$ cat src/rtl/keccak_arbiter.sv
// Round-robin arbiter sharing one keccak core between NREQ requesters:
// grants, starts the core, steers its memory port and returns the digest.
module keccak_arbiter #(
    parameter int unsigned NREQ = 2,
    parameter int unsigned AW   = 7,
    parameter int unsigned DW   = 67
) (
    input  logic               clk,
    input  logic               rst_b,
    input  logic [NREQ-1:0]    req,
    output logic [NREQ-1:0]    gnt,
    output logic [NREQ-1:0]    done,
    output logic [511:0]       digest,
    output logic               busy,
    output logic               err,
    output logic               k_in_ready,
    input  logic [AW-1:0]      k_mem_addr,
    input  logic               k_mem_rw,
    output logic [DW-1:0]      k_mem_din,
    input  logic [511:0]       k_out,
    input  logic               k_out_ready,
    output logic [NREQ*AW-1:0] req_mem_addr,
    input  logic [NREQ*DW-1:0] req_mem_din
);

    localparam int unsigned PW = (NREQ > 1) ? $clog2(NREQ) : 1;

    typedef enum logic [1:0] {StIdle, StStart, StWait, StRel} state_e;

    state_e            state_q, state_d;
    logic [NREQ-1:0]   gnt_q, gnt_d;
    logic [NREQ-1:0]   done_q, done_d;
    logic [PW-1:0]     ptr_q, ptr_d;
    logic [511:0]      digest_q, digest_d;
    logic              err_q, err_d;
    logic              kir_q, kir_d;

    logic              found;
    logic [PW-1:0]     win_idx;
    logic [PW-1:0]     cand;
    int unsigned       idx;

    // First set request at or after ptr, wrapping modulo NREQ.
    always_comb begin
        found   = 1'b0;
        win_idx = '0;
        idx     = 0;
        cand    = '0;
        for (int unsigned off = 0; off < NREQ; off++) begin
            idx = 32'(ptr_q) + off;
            if (idx >= NREQ) idx = idx - NREQ;
            cand = PW'(idx);
            if (!found && req[cand]) begin
                found   = 1'b1;
                win_idx = cand;
            end
        end
    end

    always_comb begin
        state_d  = state_q;
        gnt_d    = gnt_q;
        ptr_d    = ptr_q;
        done_d   = '0;
        kir_d    = 1'b0;
        digest_d = digest_q;
        err_d    = err_q;
        if (k_mem_rw) err_d = 1'b1;
        case (state_q)
            StIdle: begin
                if (found) begin
                    gnt_d          = '0;
                    gnt_d[win_idx] = 1'b1;
                    ptr_d          = (32'(win_idx) == NREQ - 1) ? '0 : win_idx + PW'(1);
                    kir_d          = 1'b1;
                    state_d        = StStart;
                end
            end
            StStart: begin
                if (k_out_ready) err_d = 1'b1;
                state_d = StWait;
            end
            StWait: begin
                if (k_out_ready) begin
                    digest_d = k_out;
                    done_d   = gnt_q;
                    state_d  = StRel;
                end
            end
            StRel: begin
                if (k_out_ready) err_d = 1'b1;
                if ((req & gnt_q) == '0) begin
                    gnt_d   = '0;
                    state_d = StIdle;
                end
            end
            default: state_d = StIdle;
        endcase
    end

    always_ff @(posedge clk or negedge rst_b) begin
        if (!rst_b) begin
            state_q  <= StIdle;
            gnt_q    <= '0;
            ptr_q    <= '0;
            done_q   <= '0;
            kir_q    <= 1'b0;
            digest_q <= '0;
            err_q    <= 1'b0;
        end else begin
            state_q  <= state_d;
            gnt_q    <= gnt_d;
            ptr_q    <= ptr_d;
            done_q   <= done_d;
            kir_q    <= kir_d;
            digest_q <= digest_d;
            err_q    <= err_d;
        end
    end

    // gnt is one-hot or zero, so OR-ing the gated slices is a clean mux.
    always_comb begin
        req_mem_addr = '0;
        k_mem_din    = '0;
        for (int i = 0; i < int'(NREQ); i++) begin
            if (gnt_q[i]) begin
                req_mem_addr[i*AW +: AW] = k_mem_addr;
                k_mem_din                = k_mem_din | req_mem_din[i*DW +: DW];
            end
        end
    end

    assign gnt        = gnt_q;
    assign done       = done_q;
    assign digest     = digest_q;
    assign busy       = (state_q != StIdle);
    assign err        = err_q;
    assign k_in_ready = kir_q;

endmodule

$ cat config.mk
export PLATFORM = sky130hd
export DESIGN_NAME = keccak_arbiter
export DESIGN_NICKNAME = d
export VERILOG_FILES = /design/src/rtl/keccak_arbiter.sv
export SDC_FILE = /design/constraint.sdc
export NUM_CORES = 1
export LEC_CHECK = 0
export ABC_AREA = 0
export CORE_AREA = 3 3 496 498
export CTS_CLUSTER_DIAMETER = 80
export CTS_CLUSTER_SIZE = 25
export DETAILED_ROUTE_END_ITERATION = 8
export DIE_AREA = 0 0 499 501
export SLEW_MARGIN = 20
export SYNTH_ARGS = -nofsm -noshare
export SYNTH_HDL_FRONTEND = slang
export SYNTH_SLANG_ARGS = --single-unit
$ cat constraint.sdc
create_clock -name clk -period 2.3 [get_ports clk]
set_input_delay 0.46 -clock clk [delete_from_list [all_inputs] [get_ports clk]]
set_output_delay 0.46 -clock clk [all_outputs]
set_load 0.005 [all_outputs]
After elaboration in Yosys (flattened, before gate mapping)
Cells that the tools add are included.
{"block": "classes", "add_sub_neg": 4, "multipliers": 0, "div": 0, "n_lt_le_gt_ge": 6, "n_eq_ne": 6, "shifts": 0, "muxes": 30, "n_bitwise": 2, "n_reduce_logical": 12}
{"op": "2-to-1 mux 67 bit", "count": 2}
{"op": "OR 67 bit", "count": 1}
{"op": "2-to-1 mux 1 bit", "count": 17}
{"op": "2-to-1 mux 7 bit", "count": 2}
{"op": "2-to-1 mux 2 bit", "count": 6}
{"op": "one-hot mux 2 bit (4 select lines)", "count": 1}
{"op": "< comparator 1 x 2 -> 1 bit, second input constant", "count": 3}
{"op": "inequality test 2 bit, second input constant", "count": 3}
{"op": "AND reduction 3 bit", "count": 2}
{"op": "equality test 2 bit, second input constant", "count": 2}
{"op": "zero test 2 bit", "count": 2}
{"op": "one-hot mux 2 bit (2 select lines)", "count": 1}
{"op": "AND reduction 2 bit", "count": 2}
{"op": "nonzero test 2 bit", "count": 2}
{"op": "adder 1 x 1 -> 2 bit, second input constant", "count": 1}
{"op": "AND 2 bit", "count": 1}
{"op": "equality test 2 x 1 -> 1 bit, second input constant", "count": 1}
{"op": ">= comparator 1 x 2 -> 1 bit, second input constant", "count": 1}
{"op": ">= comparator 2 bit, second input constant", "count": 1}
{"op": "logical AND 1 bit", "count": 2}
{"op": "OR reduction 2 bit", "count": 1}
{"op": "subtractor 1 bit, second input constant", "count": 2}
{"op": "adder 1 bit, second input constant", "count": 1}
{"op": "demux 1 bit (select 1 bit)", "count": 1}
{"op": "2 further kinds", "count": 2}
{"block": "word_totals", "reg_bits": 521, "latch_bits": 0, "ramBits": 0, "rom_bits": 0, "out_inout_bits": 600, "elab_cells": 67, "n_memories": 0}

Longest topological paths before layout
{"block": "depth", "depth_word": 14, "ltp_mapped": 6, "depth_no_buf": 5}

Worst setup path after synthesis
No wires, ideal clock.
{"block": "synth_timing", "path_type": "register to output", "from": "register gnt_q[0], in the netlist gnt[0]", "to": "output k_mem_din[54]", "arrival_time_ps": 1179, "required_ps": 1840, "slack_ps": 661, "stages_incl_launch_ff": 5, "cell_sequence": "dfrtp_1 -> clkbuf_1 -> buf_2 -> buf_1 -> a22o_1"}
{"block": "synth_between", "elab_chain_cells": 3}
{"element": "from (decl)", "line": "31", "text": "logic [NREQ-1:0] gnt_q, gnt_d;"}
{"element": "from (signal assigned)", "line": "112", "text": "gnt_q <= gnt_d;"}
{"element": "2-to-1 mux 67 bit (*)", "line": "126", "text": "if (gnt_q[i]) begin"}
{"element": "OR 67 bit", "line": "128", "text": "k_mem_din = k_mem_din | req_mem_din[i*DW +: DW];"}
{"element": "2-to-1 mux 67 bit (*)", "line": "126"}
{"element": "to (decl)", "line": "19", "text": "output logic [DW-1:0] k_mem_din,"}
Mark *: on every way between the ends. The rest lies on a longest branch, timed or not.

Worst setup path after layout
{"block": "layout_timing", "from": "register gnt_q[1], in the netlist gnt[1]", "to": "output k_mem_din[27]"}
{"block": "layout_between", "elab_chain_cells": 1}
{"element": "2-to-1 mux 67 bit", "line": "126"}
No other way between the ends.

==> summary.txt <==
Outcome
  • Status: finished with violations
  • Failing checks: setup timing

STA
  • Final setup vio count: 55
  • RSZ-0062 raised after global routing: yes
  • Final slew viol count: 0
  • Worst-margin pin slew: 498 ps
  • Final clock skew: 20.6 ps
  • Final period utilization: 107%
  • Setup WS post-layout: -172 ps
  • Hold Slack: 225 ps
  • Max_slew headroom: 66.8%
  • Fin. Hold Viols: 0
  • Min Tclk post-route: 2470 ps
  • Fmax: 0.405 GHz

Finish
  • Final non-filler cell total: 5,911
  • Nets: 3,226
  • Fraction of layout cells with a size suffix above 1: 32.9%
  • Fin area: 0.0407 mm²
  • Layout area overhead: 99.2%
  • Fin util: 16.8%
  • Fill cell count: 26,581

Setup path
  • Critical Path Most Common Cell: buf_12
  • Top delay family on crit path: buffers and inverters
  • Arr. time, crit path: 2010 ps
  • Slowest stage cell on the critical path: dfrtp_2
  • Worst-path cell chain: buf_4 -> buf_12 -> clkbuf_16 -> a22o_4 -> buf_12
  • Crit start category: register
  • CP Buf/Inv Count: 4
  • Setup crit start: gnt[1]
  • Setup CP Type: register to primary output
  • Required time worst endpoint: 1840 ps
  • Crit Path Max Fanout: 7
  • Max incr delay on CP: 450 ps
  • CP endpoint kind: primary output
  • RR Startpoint: gnt[1]

Placement
  • IO Port Bufs: 1,258
  • DP HPWL: 155,000 µm
  • Placed insts: 5,677
  • Dpl ws: 46.8 ps
  • Post-DP Area: 0.0375 mm²
  • Placer congestion estimate: 0.839

Synthesis
  • Sequential cell area fraction in the yosys report: 63.8%
  • Synth Register Bits: 521
  • Syn Std Cell Area: 0.0204 mm²
  • Post-Syn Area per Cell: 16.6 µm²
  • Syn nets: 1,891
  • Post-synthesis cell count: 1,227
  • Yosys warns: 0
  • Yosys cell types: 26

Global route
  • Initial antenna violation count: 282
  • Largest net degree at the start of global routing: 67
  • First-pass GRT wire length: 213,000 µm
  • Congestion Overflow GR: 0
  • Vias in the first global route: 18,018
  • Gr usage total: 13.4%

Clock tree
  • H-tree depth: 2
  • CTS Buf Count: 51
  • Clk_lat worst skew: 700 ps
  • Longest Clk Path Bufs: 3
  • Clock transition at path regs: 80 ps
  • CTS tree: done
  • CTS Sinks: 521
  • Clock root buffer: clkbuf_16

Floorplan
  • IO Count: 1,259
  • Die Span Y: 501 µm
  • Row count: 181
  • Initial Utilization: 8.42%
  • Width of the die: 499 µm
  • Die area: 0.250 mm²
  • Core area: 0.243 mm²

Route
  • DRC Markers: 0
  • Iter 0 DRT Violations: 770
  • Via density per instance: 2.91
  • Total number of vias: 17,179
  • Routed wire per std cell: 29.6 µm
  • First-pass iteration count of the detailed router: 4
  • DRT Wirelength: 175,000 µm
  • Post-route ant nets: 0

Worst hold path
  • Type of the most critical hold path: primary input to async pin

Run
  • Max cap viols: 0

Power
  • PwrDens: 1300 mW/mm²
  • Pleak: 16.1 nW
  • Worst vdd ir: 0.000673 V
-- metal layers --
| layer | global-route usage (%) | up-vias | routed length, µm |
|---|---|---|---|
| met5 | 0 | - | 1330 |
| met4 | 4.63 | 202 | 6530 |
| met3 | 12.2 | 343 | 33800 |
| met2 | 22.1 | 1052 | 80800 |
| met1 | 11.5 | 8332 | 52300 |
| li1 | - | 7250 | - |
-- cell usage after synthesis --
cell / n / area (µm²)
dfrtp_1: 521 / 13000
mux2_2: 513 / 5780
a22o_1: 68 / 596
buf_6: 53 / 597
and2_1: 14 / 87.6
clkbuf_1: 11 / 41.3
buf_2: 8 / 40.0
ha_1: 5 / 62.6
inv_1: 5 / 18.8
nor2_1: 5 / 18.8
buf_1: 3 / 11.3
o21ai_0: 3 / 15.0
a21oi_1: 2 / 10.0
and3_1: 2 / 12.5
nand2_1: 2 / 7.51
nand3_1: 2 / 10.0
a211oi_1: 1 / 7.51
a221oi_2: 1 / 15.0
a2bb2oi_1: 1 / 8.76
a31oi_1: 1 / 6.26
a32oi_1: 1 / 8.76
nand2_2: 1 / 6.26
nand2b_1: 1 / 6.26
nor3b_1: 1 / 7.51
o211ai_1: 1 / 7.51
o22ai_1: 1 / 6.26
-- state kept, by name, indices dropped and copies added (netlist names) --
register    flops
digest        512
done            2
gnt             2
state_q         2
err             1
k_in_ready      1
ptr_q           1
-- logic make-up (layout without fill, tap and decap cells) --
family	Yosys count	after routing	share of synthesized area, %
buffers and inverters	80	1458	3.47
adder cells (fa/ha/maj)	5	5	0.306
AO/OA/AOI/OAI	80	80	3.33
flip-flops	521	521	63.8
other	0	104	0
multiplexers	513	513	28.3
AND/OR/NAND/NOR	28	28	0.766
-- repair_timing --
action,4_1_cts,5_1_grt
gates resized for setup,301,86
gates cloned,7,5
hold buffers,1,0
hold endpoints to repair,229,0
setup endpoints to repair,200,79
pin swaps,11,38
buffers inserted,12,14
-- cells in the final DEF (no fill, tap or decap), types with 2 or more instances in the layout --
master / instances
clkdlybuf4s15_1: 2
dfrtp_1: 519
clkdlybuf4s50_1: 1053
clkinvlp_4: 6
clkinv_8: 8
and2_4: 10
diode_2: 104
o21ai_0: 3
bufinv_16: 5
dlymetal6s2s_1: 3
and3_1: 2
nand3_1: 2
inv_8: 5
a21oi_1: 2
mux2_2: 513
nand2_1: 2
inv_2: 2
ha_1: 4
inv_1: 3
buf_4: 45
a22o_4: 52
buf_6: 34
buf_2: 6
inv_6: 2
clkbuf_16: 56
clkbuf_2: 9
buf_12: 72
a22o_1: 16
dfrtp_2: 2
and2_1: 4
buf_16: 4
dlygate4sd2_1: 119
nor2_1: 5
inv_12: 8
inv_16: 6
buf_8: 4
clkbuf_8: 2
-- area by class of cell --
type | count | area [µm²] | area share (%)
antenna | 104 | 260 | 0.640
tap | 3202 | 4010 | 9.85
sequential | 521 | 13000 | 32.1
clock inverter | 42 | 684 | 1.68
inverter | 5 | 18.8 | 0.0461
timing repair buffer | 1357 | 14200 | 34.9
clock buffer | 54 | 1310 | 3.21
multi-input combinational | 626 | 7180 | 17.7
-- per-stage QoR --
stage	setup TNS (ps)	power, mW
2_1_floorplan	0	24.0
5_1_grt	-11300	55.6
3_5_place_dp	0	43.5
6_report	-7320	52.8
3_3_place_gp	0	43.1
4_1_cts	-14530	54.2
-- where the power goes --
part,total [mW],internal [mW],switching (mW)
clock network,10.0,5.11,4.94
registers,16.4,13.9,2.56
logic,26.3,15.2,11.1
total,52.8,34.2,18.6
-- worst paths after layout --
check,endpoint,slack [ps],depth (start not counted)
max in group asynchronous,digest[475],1170,4
max reg2reg,state_q[1],170,7
max,k_mem_din[27],-170,5
min in group clk,err,330,3
min reg2reg,err,470,2
min,digest[43],220,2
-- worst register-to-register path, delay by kind of cell (launching register included) --
family,cells,cell delay (ps)
multiplexers,1,370
flip-flops,1,450
buffers and inverters,4,640
AO/OA/AOI/OAI,2,540
(Power assumes the default switching activity.)
